File: src/rtl/stream_demux2.sv
// Packet-locked 1:2 stream demultiplexer with one registered output slot per port.
// Optional per-port delivered-beat counters are enabled with STREAM_DEMUX2_CNT_EN.
module stream_demux2 #(
  parameter int unsigned WIDTH = 8
) (
  input  logic             clk,
  input  logic             rst_n,
  input  logic             in_valid,
  output logic             in_ready,
  input  logic [WIDTH-1:0] in_data,
  input  logic             in_last,
  input  logic             in_sel,
  output logic             a_valid,
  input  logic             a_ready,
  output logic [WIDTH-1:0] a_data,
  output logic             a_last,
  output logic             b_valid,
  input  logic             b_ready,
  output logic [WIDTH-1:0] b_data,
  output logic             b_last,
  output logic             busy
`ifdef STREAM_DEMUX2_CNT_EN
  ,
  output logic [15:0]      a_count,
  output logic [15:0]      b_count
`endif
);

  typedef enum logic [1:0] {
    IDLE    = 2'd0,
    ROUTE_A = 2'd1,
    ROUTE_B = 2'd2
  } state_t;

  state_t r_state;
  state_t w_state_nxt;
  logic   w_dest_b;
  logic   w_a_free;
  logic   w_b_free;
  logic   w_accept;
  logic   w_load_a;
  logic   w_load_b;

  // Destination is sampled from in_sel only on the first beat; later beats follow the lock.
  always_comb begin
    w_dest_b = 1'b0;
    if (r_state == IDLE) begin
      w_dest_b = in_sel;
    end else begin
      w_dest_b = (r_state == ROUTE_B);
    end
  end

  assign w_a_free = !a_valid || a_ready;
  assign w_b_free = !b_valid || b_ready;
  assign in_ready = w_dest_b ? w_b_free : w_a_free;
  assign w_accept = in_valid && in_ready;
  assign w_load_a = w_accept && !w_dest_b;
  assign w_load_b = w_accept && w_dest_b;

  always_comb begin
    w_state_nxt = r_state;
    if (w_accept) begin
      if (in_last) begin
        w_state_nxt = IDLE;
      end else begin
        w_state_nxt = w_dest_b ? ROUTE_B : ROUTE_A;
      end
    end
  end

  // State, output slots and busy flag.
  always_ff @(posedge clk or negedge rst_n) begin
    if (!rst_n) begin
      r_state <= IDLE;
      busy    <= 1'b0;
      a_valid <= 1'b0;
      a_data  <= '0;
      a_last  <= 1'b0;
      b_valid <= 1'b0;
      b_data  <= '0;
      b_last  <= 1'b0;
    end else begin
      r_state <= w_state_nxt;
      busy    <= (w_state_nxt != IDLE);

      if (w_load_a) begin
        a_valid <= 1'b1;
        a_data  <= in_data;
        a_last  <= in_last;
      end else if (a_ready) begin
        a_valid <= 1'b0;
      end

      if (w_load_b) begin
        b_valid <= 1'b1;
        b_data  <= in_data;
        b_last  <= in_last;
      end else if (b_ready) begin
        b_valid <= 1'b0;
      end
    end
  end

`ifdef STREAM_DEMUX2_CNT_EN
  // Saturating counts of beats handed downstream on each port.
  always_ff @(posedge clk or negedge rst_n) begin
    if (!rst_n) begin
      a_count <= 16'd0;
      b_count <= 16'd0;
    end else begin
      if (a_valid && a_ready && (a_count != 16'hFFFF)) begin
        a_count <= a_count + 16'd1;
      end
      if (b_valid && b_ready && (b_count != 16'hFFFF)) begin
        b_count <= b_count + 16'd1;
      end
    end
  end
`endif

endmodule

File: config.mk
export PLATFORM = sky130hd
export DESIGN_NAME = stream_demux2
export DESIGN_NICKNAME = d
export VERILOG_FILES = /design/src/rtl/stream_demux2.sv
export SDC_FILE = /design/constraint.sdc
export NUM_CORES = 1
export LEC_CHECK = 0
export CAP_MARGIN = 20
export CORE_MARGIN = 2
export CORE_UTILIZATION = 38
export DETAILED_ROUTE_END_ITERATION = 16
export PLACE_DENSITY = 0.73
export SETUP_SLACK_MARGIN = 0.3
export SKIP_LAST_GASP = 1
export SLEW_MARGIN = 15
export SYNTH_ARGS = -nofsm -noshare
export SYNTH_HDL_FRONTEND = slang
export SYNTH_SLANG_ARGS = --single-unit
File: constraint.sdc
create_clock -name clk -period 1.5 [get_ports clk]
set_clock_uncertainty 0.2 [all_clocks]
set_input_delay 0.3 -clock clk [delete_from_list [all_inputs] [get_ports clk]]
set_output_delay 0.3 -clock clk [all_outputs]
set_load 0.02 [all_outputs]
# Word-level counts from Yosys, hierarchy flattened
# Cells that the tools add are included.
[classes]
n_eq_ne = 1
muxes = 9
n_reduce_logical = 12
[ops]
columns = ["operator", "n"]
rows = [
  ["$mux 1", 6],
  ["$mux 2", 3],
  ["$reduce_bool 2->1", 3],
  ["$logic_and 1x1->1", 3],
  ["$logic_not 1->1", 3],
  ["$eq 2x2->1 const B", 1],
  ["$logic_not 2->1", 1],
  ["$logic_or 1x1->1", 2],
]
[word_totals]
regBits = 23
wordCells = 30

# Logic depth before layout (Yosys ltp)
# Gate-level depths: netlist (run 1).
[logic_depth]
ltp_word = 6
mapped_depth = 5
mapped_depth_nobuf = 4

# Worst setup path before layout (run 1)
# No wires, ideal clock.
[synth_path]
path_kind = "reg-to-reg"
startpoint = "reg b_valid"
endpoint = "reg b_data[3]"
setup_ns = 0.125
arrival_time_ns = 1.215
setup_slack_ns = -0.040
stages_incl_launch_ff = 5
path_buffers = 1
path_cell_list = "dfrtp_1 > nand2b_1 > o2111ai_4 > buf_6 > mux2_4"
[synth_via]
elab_chain_cells = 5
[synth_lines]
columns = ["item", "line", "text"]
rows = [
  ["from (decl)", "17", "output logic b_valid,"],
  ["from (signal assigned)", "80", "b_valid <= 1'b0;"],
  ["from (signal assigned)", "96", "b_valid <= 1'b1;"],
  ["from (signal assigned)", "100", "b_valid <= 1'b0;"],
  ["$logic_not 1->1", "55", "assign w_b_free = !b_valid || b_ready;"],
  ["$logic_or 1x1->1", "55", ""],
  ["$mux 1", "56", "assign in_ready = w_dest_b ? w_b_free : w_a_free;"],
  ["$logic_and 1x1->1", "57", "assign w_accept = in_valid && in_ready;"],
  ["$logic_and 1x1->1", "59", "assign w_load_b = w_accept && w_dest_b;"],
  ["to (signal assigned)", "97", "b_data <= in_data;"],
  ["to (decl)", "19", "output logic [WIDTH-1:0] b_data,"],
]
# Every way passes these cells.
# A chain may end at the register's enable or synchronous reset.

# Final worst setup path (run 1)
[layout_path]
startpoint = "reg r_state[0]"
endpoint = "out in_ready"
[layout_via]
elab_chain_cells = 3
[layout_lines]
columns = ["item", "line", "text"]
rows = [
  ["from (decl)", "35", "state_t r_state;"],
  ["from (signal assigned)", "84", "r_state <= w_state_nxt;"],
  ["$eq 2x2->1 / $logic_not 2->1 (equally long branches)", "50, 47", ""],
  ["$mux 1 *", "47", "if (r_state == IDLE) begin"],
  ["$mux 1 *", "56", ""],
  ["to (decl)", "9", "output logic in_ready,"],
]
# Every way passes the cells marked *; elsewhere a longest branch is shown, timed or not.

==> impl_metrics.tcl, run 1 <==
set metrics [dict create \
    outcome "finished, violations left" \
    violations "negative setup slack" \
    placedInstanceArea_mm2 0.00149 \
    yosysWarnings 0 \
    power_density_mw_per_mm2 2050 \
    rsz0062_at_grt "true" \
    dr.pass1.iters 4 \
    syn_area_per_cell_um2 16.9 \
    cts_sinks 23 \
    layout_setup_ws_ns -0.331 \
    drive_gt1_frac 0.642 \
    drt_iter0_drc 1 \
    cts_tree "done" \
    core_area_mm2 0.00245 \
    syn-cell-area_um2 981 \
    final_cell_mix "buf_6, dfrtp_1, mux2_4" \
    leakage_uw 0.000852 \
    fin_area_mm2 0.00170 \
    slew_viol_final 0 \
    htreeDepth 1 \
    synth-seq-cells 23 \
    overflow 0 \
    path_clk_slew_ns 0.12 \
    gp_congestion 0.651 \
    portBuffers 36 \
    n_antenna_cell 0 \
    clock_latency_ns 0.31 \
    finalWirelength_um 2250 \
    synth_top_area_cell "dfrtp_1" \
    synth_nets 73 \
    cts_buffers 3 \
    path_class "reg -> out" \
    cp_max_fo 2 \
    ios 37 \
    clockRootBuffer "clkbuf_4" \
    multi_input_area_um2 440 \
    route.detailed.drc 0 \
    min_period_ns 1.83 \
    hold_class "in -> async" \
    final_common_cell "buf_6" \
    place_ws_ns -0.809 \
    setup.worst_path.start_class "flip-flop" \
    yosysTopAreaCellShare 0.587 \
    fmax_ghz 0.546 \
    dp_hpwl_um 1450 \
    cts.path.max_buffers 2 \
    grt_use_total 0.166 \
    yosysUniqueCellTypes 14 \
    detail-route-antenna-nets 0 \
    avgRoutedWirePerCell_um 15.0 \
    fillers 172 \
    cp-end-kind "output pin" \
    ir_worst_vdd_v 0.00136 \
    syn2layout_area_growth_pct 73.3 \
    tightest_slew_ns 0.324 \
    num_vias 704 \
    grt_max_degree 24 \
    arrival_ns 1.33 \
    synth.area.top_cells "dfrtp_1, mux2_4, mux2_2" \
    antenna_found_initial 0 \
    final_nets 136 \
    seq_area_um2 579 \
    die_w_um 54.8 \
    slew_headroom 0.783 \
    finalHoldViolCount 0 \
    grt_pass1_vias 744 \
    grt_pass1_wl_um 3400 \
    rows 18 \
    finalSetupViolCount 23 \
    die_h_um 54.8 \
    via_per_inst 4.69 \
    start_util 0.400 \
    fin_crit_sh 1.22 \
    required_ns 1.00 \
    fin_setup_tns_ns -3.89 \
    max_cap_viol_count 0 \
    ys_seq_area_frac 0.587 \
    dieArea_mm2 0.00300 \
    postSynthCellCount 58 \
]
==> per-stage QoR <==
stage	cells	hold WS, ns	total power [uW]	utilization
final	150	0.124	3490	0.693
after global routing	150	0.126	3660	0.693
after CTS	145	0.128	3350	0.663
after detailed placement	133	0.295	2800	0.606
after global placement	133	0.287	2770	0.606
after floorplan	58	-0.196	1990	-
==> logic make-up (layout without fill, tap and decap cells) <==
family                 after synthesis  count (layout)  synth area share
AOI/OAI and AO/OA                    3               3            0.0510
buffers and inverters                3              64            0.0268
muxes                               21              21             0.284
DFF                                 23              23             0.587
and+or+nand+nor                      8               9            0.0510
==> worst paths after layout <==
| path | from | endpoint | slack [ns] | cells after the start |
|---|---|---|---|---|
| setup / recovery | r_state[0] | in_ready | -0.33 | 3 |
| hold / removal | rst_n | a_data[5] | 0.12 | 2 |
| setup reg to reg | r_state[1] | b_data[2] | -0.24 | 5 |
| hold reg to reg | a_last | a_last | 0.35 | 1 |
| max in group asynchronous | rst_n | a_valid | 0.82 | 2 |
| min in group clk | in_valid | a_valid | 0.35 | 4 |
==> area by class of cell <==
cell class,count,area share
well taps,30,0.0221
repair buffers,59,0.361
clock buffers,4,0.0155
multi-input cells,33,0.259
inverters,1,0.00221
flip-flops and latches,23,0.341
==> registers in the layout (all words and copies together) (netlist names) <==
signal   count
a_data       8
b_data       8
r_state      2
a_last       1
a_valid      1
b_last       1
b_valid      1
busy         1
==> cell usage after synthesis <==
cell type / count
mux2i_1: 2
mux2_4: 12
buf_6: 2
nand3_1: 1
o21bai_4: 1
mux2_2: 7
nand3_4: 1
dfrtp_1: 23
nand2b_1: 2
inv_1: 1
nor2_1: 1
o2111ai_4: 1
o21ai_0: 1
nand2_1: 3
==> timing repair <==
action                     4_1_cts  5_1_grt
buffers inserted                 7        5
hold endpoints to repair         0        0
hold buffers                     0        0
resized for setup              139       11
gates cloned                     1        0
pin swaps                        2        2
setup endpoints to repair       45       45
==> where the power goes <==
part / internal [uW] / total, uW / leakage (uW) / switching [uW]
registers: 915 / 1150 / 0.000269 / 236
clock network: 104 / 283 / 0.0000150 / 179
logic: 1260 / 2060 / 0.000568 / 794
==> layer usage <==
| metal | track usage | vias up | wire length [um] | share of wire |
|---|---|---|---|---|
| met3 | 0.0301 | 2 | 107 | 0.048 |
| met2 | 0.304 | 21 | 1220 | 0.54 |
| li1 | - | 327 | - | - |
| met4 | 0.0625 | 0 | 26 | 0.012 |
| met1 | 0.189 | 354 | 891 | 0.40 |
| met5 | 0 | - | 0 | 0 |
==> critical path: stages (launching register included) <==
cell and delay, ns:
dfrtp_1 0.41, o21bai_4 0.18, mux2_4 0.30, buf_6 0.13
No activity file was read; power rests on OpenSTA's default activity.
==> inputs of run 2 (changes only) <==
--- a/config.mk
+++ b/config.mk
@@ -6,6 +6,7 @@
 export NUM_CORES = 1
 export LEC_CHECK = 0
 export CAP_MARGIN = 20
+export CORE_ASPECT_RATIO = 1.4
 export CORE_MARGIN = 2
 export CORE_UTILIZATION = 38
 export DETAILED_ROUTE_END_ITERATION = 16
==> impl_metrics.tcl, run 2 (same netlist as run 1, synthesis figures left out) <==
set metrics [dict create \
    outcome "finished, violations left" \
    violations "negative setup slack" \
    multi_input_area_um2 445 \
    power_density_mw_per_mm2 2090 \
    fin_crit_sh 1.23 \
    cp_max_fo 2 \
    dp_hpwl_um 1400 \
    fin_setup_tns_ns -4.89 \
    antenna_found_initial 0 \
    setup.worst_path.start_class "flip-flop" \
    finalSetupViolCount 24 \
    slowest_delay_ns 0.45 \
    hold_class "in -> async" \
    grt_max_degree 24 \
    clock_latency_ns 0.31 \
    grt_pass1_wl_um 3500 \
    rows 21 \
    r2r_start "r_state[1]" \
    path_class "reg -> out" \
    cts.path.max_buffers 2 \
    leakage_uw 0.000920 \
    overflow 0 \
    cts_sinks 23 \
    gp_congestion 0.710 \
    rsz0062_at_grt "true" \
    tightest_slew_ns 0.308 \
    route.detailed.drc 0 \
    finalHoldViolCount 0 \
    n_antenna_cell 0 \
    min_period_ns 1.85 \
    dr.pass1.iters 2 \
    drt_iter0_drc 3 \
    top_regs "a_data (8), b_data (8), r_state (2)" \
    reg2regPathDepth 5 \
    detail-route-antenna-nets 0 \
    final_common_cell "buf_6" \
    slew_viol_final 0 \
    die_h_um 64.1 \
    dieArea_mm2 0.00301 \
    die_w_um 46.9 \
    crit_slowest_cell "dfrtp_2" \
    grt_use_total 0.161 \
    reg2reg_to "b_data[4]" \
    cts_tree "done" \
    layout_setup_ws_ns -0.351 \
    drive_gt1_frac 0.713 \
    slew_headroom 0.794 \
    syn2layout_area_growth_pct 87.0 \
    ir_worst_vdd_v 0.00121 \
    rrSetupSlack_ns -0.23 \
    portBuffers 36 \
    fmax_ghz 0.540 \
    clockRootBuffer "clkbuf_4" \
    path_clk_slew_ns 0.13 \
    final_cell_mix "buf_6, buf_4, dfrtp_1" \
    final_nets 152 \
    ios 37 \
    htreeDepth 1 \
    finalWirelength_um 2430 \
    arrival_ns 1.35 \
    start_util 0.406 \
    critPathCapture "in_ready" \
    grt_pass1_vias 755 \
    cp-end-kind "output pin" \
    fillers 145 \
    core_area_mm2 0.00242 \
    num_vias 765 \
    startpoint "r_state[1]" \
    cts_buffers 3 \
    avgRoutedWirePerCell_um 14.3 \
    finish.utilization 0.759 \
    required_ns 1.00 \
    max_cap_viol_count 0 \
    seq_area_um2 579 \
    via_per_inst 4.50 \
    worstPathCellList "o21bai_4, mux2_4, buf_4" \
]
## run 2: cell count changes in the layout (fill, tap and decap cells not counted)
cell,change
buf_12,-1
nand2_2,+2
buf_4,+13
buf_6,+4
clkbuf_1,-1
inv_1,-1
clkinv_2,+1
inv_4,+1
clkdlybuf4s50_1,+1
dlymetal6s2s_1,-1
nand2_1,-2
## run 2: report_power, final
part,switching (uW),internal (uW)
Clock,179,99.4
Sequential,219,915
Combinational,900,1520
## run 2: repair_timing
| action | CTS | global route |
|---|---|---|
| setup buffers | 13 | 12 |
| hold buffers | 0 | 0 |
| endpoints found under the setup margin | 45 | 45 |
| pin swaps | 0 | 0 |
| gates cloned | 1 | 0 |
| resized for setup | 147 | 10 |
## run 2: through the flow
step	instances	hold slack (ns)	power, uW	area (um^2)	setup WS (ns)
after floorplan	58	-0.196	1990	1000	0.0439
after global placement	140	0.289	2770	1500	-0.761
after detailed placement	140	0.292	2810	1500	-0.777
after CTS	158	0.121	3540	1710	-0.351
after global routing	170	0.120	4040	1830	-0.393
final	170	0.123	3840	1830	-0.351
## run 2: worst min-delay path by stage
| stage | end | slack (ns) | cells past startpoint |
|---|---|---|---|
| global route | a_valid | 0.12 | 2 |
| detailed placement | a_last | 0.29 | 1 |
| global placement | a_last | 0.29 | 1 |
| finish | a_valid | 0.12 | 2 |
| CTS | b_data[7] | 0.12 | 2 |
| floorplan | a_data[0] | -0.20 | 0 |
## run 2: metal layers
metal  part of all wire  GRT usage
met2               0.52      0.260
met3              0.028     0.0169
met4              0.011     0.0729
met1               0.44      0.210
met5                  0          0
## run 2: critical path: cells and delay by family, from the launching register on
family	cells	cell delay, ns
DFF	1	0.45
muxes	1	0.30
buffers and inverters	1	0.15
AOI/OAI and AO/OA	1	0.13
## run 2: cell type report
class                   instances  share of cell area
repair buffers                 75               0.400
flip-flops and latches         23               0.316
inverters                       1             0.00341
multi-input cells              33               0.243
clock inverters                 1             0.00273
clock buffers                   3              0.0123
well taps                      34              0.0232
==> inputs of run 3 (changes only) <==
--- a/config.mk
+++ b/config.mk
@@ -5,6 +5,7 @@
 export SDC_FILE = /design/constraint.sdc
 export NUM_CORES = 1
 export LEC_CHECK = 0
+export ABC_CLOCK_PERIOD_IN_PS = 1500
 export CAP_MARGIN = 20
 export CORE_ASPECT_RATIO = 1.4
 export CORE_MARGIN = 2
@@ -13,7 +14,7 @@
 export PLACE_DENSITY = 0.73
 export SETUP_SLACK_MARGIN = 0.3
 export SKIP_LAST_GASP = 1
-export SLEW_MARGIN = 15
+export SLEW_MARGIN = 20
 export SYNTH_ARGS = -nofsm -noshare
 export SYNTH_HDL_FRONTEND = slang
 export SYNTH_SLANG_ARGS = --single-unit
==> results of run 3 <==
The final DEF is identical to that of run 2; final timing and power are the same.
